**src/rtl/req_encoder_16to4.sv**
```systemverilog
// req_encoder_16to4: registered 16-to-4 priority encoder with a pending-request
// mask and a valid/ready output handshake. Requests are latched into pend and
// served one at a time in priority order. A presented code is held until the
// consumer accepts it. A request that arrives while its bit is already pending
// produces a one-cycle lost pulse.
module req_encoder_16to4 #(
  parameter int LOW_FIRST = 1  // 1: bit 0 highest priority, 0: bit 15 highest
) (
  input  logic        clk,
  input  logic        rst_n,
  input  logic        en,
  input  logic [15:0] req,
  input  logic        ready,
  output logic        valid,
  output logic [3:0]  code,
  output logic [15:0] pend,
  output logic        lost
);

  typedef enum logic [0:0] {
    ST_IDLE  = 1'b0,
    ST_GRANT = 1'b1
  } state_e;

  state_e      state_q, state_d;
  logic [3:0]  code_q,  code_d;
  logic        valid_q, valid_d;
  logic [15:0] pend_q,  pend_d;
  logic        lost_q,  lost_d;

  logic [15:0] req_en_s;  // requests admitted this cycle
  logic [15:0] cand_s;    // everything eligible for the next grant
  logic        hs_s;      // handshake completes at the coming edge
  logic [15:0] clr_s;     // pending bit retired by the handshake

  // Index of the winning set bit; the loop order makes the preferred end win.
  function automatic logic [3:0] prio_idx(input logic [15:0] v);
    logic [3:0] idx;
    idx = 4'd0;
    if (LOW_FIRST != 0) begin
      for (int i = 15; i >= 0; i--) begin
        idx = v[i] ? 4'(i) : idx;
      end
    end else begin
      for (int i = 0; i < 16; i++) begin
        idx = v[i] ? 4'(i) : idx;
      end
    end
    return idx;
  endfunction

  // 4-to-16 one-hot decode of a code.
  function automatic logic [15:0] onehot16(input logic [3:0] c);
    return 16'd1 << c;
  endfunction

  // Pending-mask update, lost detection and grant/handshake next-state logic.
  always_comb begin
    req_en_s = en ? req : 16'd0;
    cand_s   = pend_q | req_en_s;
    hs_s     = valid_q & ready;
    clr_s    = hs_s ? onehot16(code_q) : 16'd0;
    // A request re-asserted in the handshake cycle keeps its pending bit.
    pend_d   = (pend_q & ~clr_s) | req_en_s;
    lost_d   = |(req_en_s & pend_q & ~clr_s);
    state_d  = state_q;
    code_d   = code_q;
    valid_d  = valid_q;
    case (state_q)
      ST_IDLE: begin
        if (|cand_s) begin
          state_d = ST_GRANT;
          code_d  = prio_idx(cand_s);
          valid_d = 1'b1;
        end else begin
          state_d = ST_IDLE;
          valid_d = 1'b0;
        end
      end
      ST_GRANT: begin
        // No pre-emption: the presented code stays until it is accepted.
        // code_d keeps its value so code stays stable after valid drops.
        if (hs_s) begin
          state_d = ST_IDLE;
          valid_d = 1'b0;
        end else begin
          state_d = ST_GRANT;
          valid_d = 1'b1;
        end
      end
      default: begin
        state_d = ST_IDLE;
        valid_d = 1'b0;
      end
    endcase
  end

  // State, code, pend and lost registers; reset discards any grant or request.
  always_ff @(posedge clk or negedge rst_n) begin
    if (!rst_n) begin
      state_q <= ST_IDLE;
      code_q  <= 4'd0;
      valid_q <= 1'b0;
      pend_q  <= 16'd0;
      lost_q  <= 1'b0;
    end else begin
      state_q <= state_d;
      code_q  <= code_d;
      valid_q <= valid_d;
      pend_q  <= pend_d;
      lost_q  <= lost_d;
    end
  end

  assign valid = valid_q;
  assign code  = code_q;
  assign pend  = pend_q;
  assign lost  = lost_q;

endmodule

```
**config.mk**
```make
export PLATFORM = sky130hd
export DESIGN_NAME = req_encoder_16to4
export DESIGN_NICKNAME = d
export VERILOG_FILES = /design/src/rtl/req_encoder_16to4.sv
export SDC_FILE = /design/constraint.sdc
export NUM_CORES = 1
export LEC_CHECK = 0
export ABC_AREA = 1
export CAP_MARGIN = 10
export CELL_PAD_IN_SITES_DETAIL_PLACEMENT = 0
export CELL_PAD_IN_SITES_GLOBAL_PLACEMENT = 1
export CORE_ASPECT_RATIO = 0.8
export CORE_UTILIZATION = 35
export DETAILED_ROUTE_END_ITERATION = 8
export PLACE_DENSITY_LB_ADDON = 0.3
export SETUP_SLACK_MARGIN = 0.1
export SYNTH_ARGS = -nofsm -noshare
export SYNTH_HDL_FRONTEND = slang
export SYNTH_SLANG_ARGS = --single-unit
```
**constraint.sdc**
```tcl
create_clock -name clk -period 2.8 [get_ports clk]
set_input_delay 0.56 -clock clk [delete_from_list [all_inputs] [get_ports clk]]
set_output_delay 0.56 -clock clk [all_outputs]
set_load 0.01 [all_outputs]
```
Yosys cells after proc, flatten, opt, wreduce, memory -nomap -nowiden
Cells that the tools add are included.

storage, ports and cells
  register bits = 22
  bits of input ports = 20
  output and inout bits = 22
  logic and storage cells = 37

operators by class
  shift operators = 1
  mux-type cells = 21
  bitwise logic cells = 8
  reductions and logical operators = 3

operator list
  cell                    count
  $mux W4                 16
  $and A16 B16 Y16        3
  $mux W16                2
  $or A16 B16 Y16         2
  $reduce_or A16 Y1       2
  $not A16 Y16            1
  $shl A1 B4 Y16 const A  1
  $mux W1                 2
  $pmux W1 S2             1
  $reduce_and A2 Y1       1
  $and A1 B1 Y1           1
  $not A1 Y1              1

Logic depth before layout (Yosys ltp)
  depth in word-level cells = 18
  gate-level depth with buffers = 18
  depth with buffers taken out = 18

Worst setup path after synthesis
Ideal clock, no wire load.

  path kind = input port to flip-flop
  start = input port en
  end = register code_q[0], in the netlist code[0]
  setup time = 0.116 ns
  arrival = 1.522 ns
  data required time = 2.684 ns
  path slack = 1.162 ns
  stages = 12
  buffers on the path = 2
  cells stage by stage = buf_6 > buf_12 > a21oi_2 > nand2_1 > nor2_2 > nand2_1 > nand2_2 > nand2_4 > clkinv_2 > nor3_2 > nand2_1 > nand2_1

between the ends
  cells in the longest elaborated chain, start to end = 18
  elaborated cells on any way between the ends = 20
  classes of those cells = 17 x mux; 1 x bitwise; 2 x reduce/logical

RTL lines
  what                    RTL line  RTL
  start, declared         11        input logic en,
  $mux W16 *              59        req_en_s = en ? req : 16'd0;
  $or A16 B16 Y16 *       60        cand_s = pend_q | req_en_s;
  $mux W4 (16 in series)  42        idx = v[i] ? 4'(i) : idx;
  end signal, assigned    108       code_q <= code_d;
  end, declared           26        logic [3:0] code_q, code_d;

Every way passes the cells marked *; elsewhere a longest branch is shown, timed or not.
A chain may end at the register's enable or synchronous reset.

Worst setup path after layout
Same ends and word-level chain as after synthesis.

==> reports/metrics.csv <==
stage;metric;value;unit
clocking;CTS Sinks;22;
timing;final setup violating endpoints;0;
worst_setup_path;crit-path cells;clkdlybuf4s50_1 > buf_4 > nand2_1 > nand2_1 > nand2_1 > nand2_1 > nand2_1 > nand2_1 > nand2_1 > nand2_1 > nand2_1 > nand2_1 > nand2_1 > nand2_1 > nand2_1 > nand2_1 > nand2_1 > nand2_1 > nand2_1 > nand2_1;
placed_design;dpl ws;0.370;ns
clocking;CTS root buffer;clkbuf_8;
grt;GRT overflow;0;
yosys;Syn. warnings;0;
drt;ANT nets after route;0;
pwr;Switching Share;0.367;
worst_setup_path;CP top delay family;simple AND/OR/NAND/NOR gates;
drt;Post-route DRC;6;
worst_setup_path;Critical Path RT;3.01;ns
clocking;CTS-repair resized insts;0;
worst_setup_path;Worst path depth;20;
yosys;count leader, synth;nand2_1;
timing;RSZ-0062 raised after global routing;false;
die;Initial Util;0.375;
pwr;Pint;0.000644;W
yosys;top cells by count, synth;nand2_1 (75), dfrtp_1 (22), inv_1 (10), o21ai_0 (10);
yosys;Synth async-reset ratio;1.00;
pwr;pwr dens;559;mW/mm^2
run_status;status;finished, violations left;
clocking;total CTS buffers;3;
worst_setup_path;CP Launch Point;en;
die;Core Region;0.00354;sq mm
die;DIE AREA;0.00405;sq mm
grt;All-Layer GR Usage;0.186;
worst_setup_path;depth of the most critical reg-to-reg path;7;
yosys;Post-synth EDFFs;0;
yosys;register area share after synthesis;0.414;
die;Die Wd;70.9;um
timing;fin. max-slew vios;0;
pwr;clock share of power;0.195;
yosys;#FFs+latches synth;22;
final_layout;Multi-input gate area;701;sq um
grt;number of antenna violations at the first check in global routing;0;
worst_setup_path;Critical Path End;code[0];
timing;Slew HR;0.787;
timing;Final TNS setup;0;ns
grt;pin count of the biggest net entering global routing;23;
drt;vias after detailed routing;1319;
placed_design;detailed placement HPWL;2.86;mm
yosys;Post-synth top flop;dfrtp_1;
worst_setup_path;FF-to-FF End;lost;
clocking;Hold-fix buffers, CTS;0;
final_layout;antenna cells;0;
timing;Tmin final;2.15;ns
final_layout;share of cells above drive strength 1;0.109;
yosys;syn avg cell area;7.56;sq um
clocking;Worst-Skew Late Latency;0.26;ns
die;Top Ports;42;
worst_setup_path;Worst R2R Setup Slack;1.11;ns
drt;final WL;3.57;mm
worst_setup_path;CP max stage delay;0.47;ns
pwr;Flop pwr share;0.408;
yosys;Yosys top cell area share;0.414;
clocking;CTS tree;done;
clocking;Reg clk slew, reported paths;0.08;ns
worst_setup_path;crit path launch type;input port;
worst_setup_path;reg2reg start;code[0];
drt;Iter 0 DRT Violations;48;
placed_design;GP Congestion;0.815;
final_layout;# fillers;345;
grt;first-pass GRT wire length;5.88;mm
min_path;min-delay worst type;reg2reg;
die;std cell rows;19;
placed_design;I/O Buffers;41;
clocking;post-CTS setup buffers;0;
drt;Avg WL per Cell;13.6;um
yosys;Synth Net Count;196;
final_layout;area delta synth->final;36.9;%
drt;via/cell ratio;5.03;
yosys;Mapped Cells;176;
pwr;Lkg Pwr;0.706;nW
worst_setup_path;CP Max Fanout;15;
timing;Worst Skew;0.00671;ns
yosys;synth top area cells;dfrtp_1 (41%), nand2_1 (21%), a21oi_4 (4.9%), o21ai_0 (3.8%), o22ai_1 (3.8%);
worst_setup_path;Worst Path Arrival;2.36;ns
worst_setup_path;cell mode on critical path;nand2_1;
run_status;violated checks;design-rule violations;
drt;TritonRoute pass-1 iters;7;
final_layout;fin nets;242;
placed_design;placed cell area;0.00178;sq mm
die;Die Y;57.1;um
yosys;Unique masters post-synth;25;
pwr;Peak VDD IR;0.304;mV
flow_run;# Max-Cap Violations;0;
worst_setup_path;Crit-path slowest cell;clkdlybuf4s50_1;
timing;period utilisation layout;0.768;
final_layout;Final Cell Area;0.00182;sq mm
worst_setup_path;crit end category;register;
pwr;switching power;0.000374;W
worst_setup_path;Setup Crit Path Kind;in2reg;
pwr;Logic pwr share;0.397;
yosys;post-synthesis cell area;0.00133;sq mm
clocking;Clock Path Buffers;2;
final_layout;Sequential Area;551;sq um
grt;vias in the first global route;1281;
clocking;H-tree levels;1;
yosys;post-synth top area cell;dfrtp_1;
timing;final hold vios;0;
timing;Worst-Margin Slew;0.317;ns
timing;Peak Freq;465;MHz
worst_setup_path;Buf+Inv Stages, Crit Path;2;
timing;setup ws final;0.649;ns
-- kinds of logic (layout without fill, tap and decap cells) --
group | after synthesis | count (layout) | synth area share
buffers and inverters | 14 | 58 | 0.0593
AOI/OAI and AO/OA | 37 | 37 | 0.201
DFF | 22 | 22 | 0.414
and+or+nand+nor | 103 | 103 | 0.325
-- worst min-delay path, stage by stage (launching register included) --
cell     delay [ns]
dfrtp_1        0.37
nand2_1        0.08
nand2_1        0.06
-- worst min-delay path by stage --
| stage | slack, ns | cells past startpoint | from | to |
|---|---|---|---|---|
| after floorplan | 0.26 | 0 | rst_n | code[0] |
| after global placement | 0.51 | 2 | pend[11] | pend[11] |
| after detailed placement | 0.52 | 2 | pend[15] | pend[15] |
| after CTS | 0.54 | 2 | pend[15] | pend[15] |
| after global routing | 0.56 | 2 | pend[15] | pend[15] |
| final | 0.53 | 2 | pend[15] | pend[15] |
-- power by group through the flow --
stage,clock network [W],registers [W],logic [W]
after floorplan,0,0.000434,0.000201
after global placement,0,0.000418,0.000400
after detailed placement,0,0.000422,0.000403
after CTS,0.000206,0.000415,0.000405
after global routing,0.000217,0.000421,0.000445
final,0.000199,0.000415,0.000404
-- final cells by class --
cell class / count / area share
clock buffer: 3 / 0.0227
inverter: 11 / 0.0234
multi-input combinational: 140 / 0.385
sequential: 22 / 0.302
tap: 42 / 0.0289
timing repair buffer: 44 / 0.238
-- layout by cell type, fill, tap and decap left out --
| cell type | instances |
|---|---|
| nor3_1 | 4 |
| a21boi_0 | 2 |
| o22ai_1 | 8 |
| or2_2 | 1 |
| nand2_4 | 1 |
| a21oi_1 | 4 |
| buf_4 | 3 |
| nor4_1 | 2 |
| inv_1 | 10 |
| o31ai_1 | 1 |
| nand2_1 | 75 |
| dfrtp_1 | 22 |
| o21ai_1 | 2 |
| o21ai_0 | 10 |
| clkinv_2 | 1 |
| clkdlybuf4s50_1 | 41 |
| nand2_2 | 2 |
| a21oi_2 | 5 |
| nor2_1 | 8 |
| nor3_2 | 1 |
| a21oi_4 | 4 |
| clkbuf_8 | 3 |
| a31oi_1 | 1 |
| nand3_1 | 6 |
| nor2_2 | 3 |
-- per-stage QoR --
| step | cells | total power, W | util | hold WS (ns) |
|---|---|---|---|---|
| final | 262 | 0.00102 | 0.514 | 0.533 |
| after global routing | 262 | 0.00108 | 0.514 | 0.557 |
| after CTS | 262 | 0.00103 | 0.514 | 0.538 |
| after detailed placement | 259 | 0.000825 | 0.502 | 0.518 |
| after global placement | 259 | 0.000818 | 0.502 | 0.513 |
| after floorplan | 176 | 0.000635 | - | 0.264 |
-- layer usage --
layer  global-route usage  wire length (um)
met4               0.0171                17
met1                0.259              1770
met2                0.305              1650
met3               0.0459               134
met5                    0                 0
-- state kept, by name (all words and copies together), names as in the netlist --
name,count
pend,16
state_q,1
lost,1
code,4
Note: power is estimated with default switching activity, not from simulation.
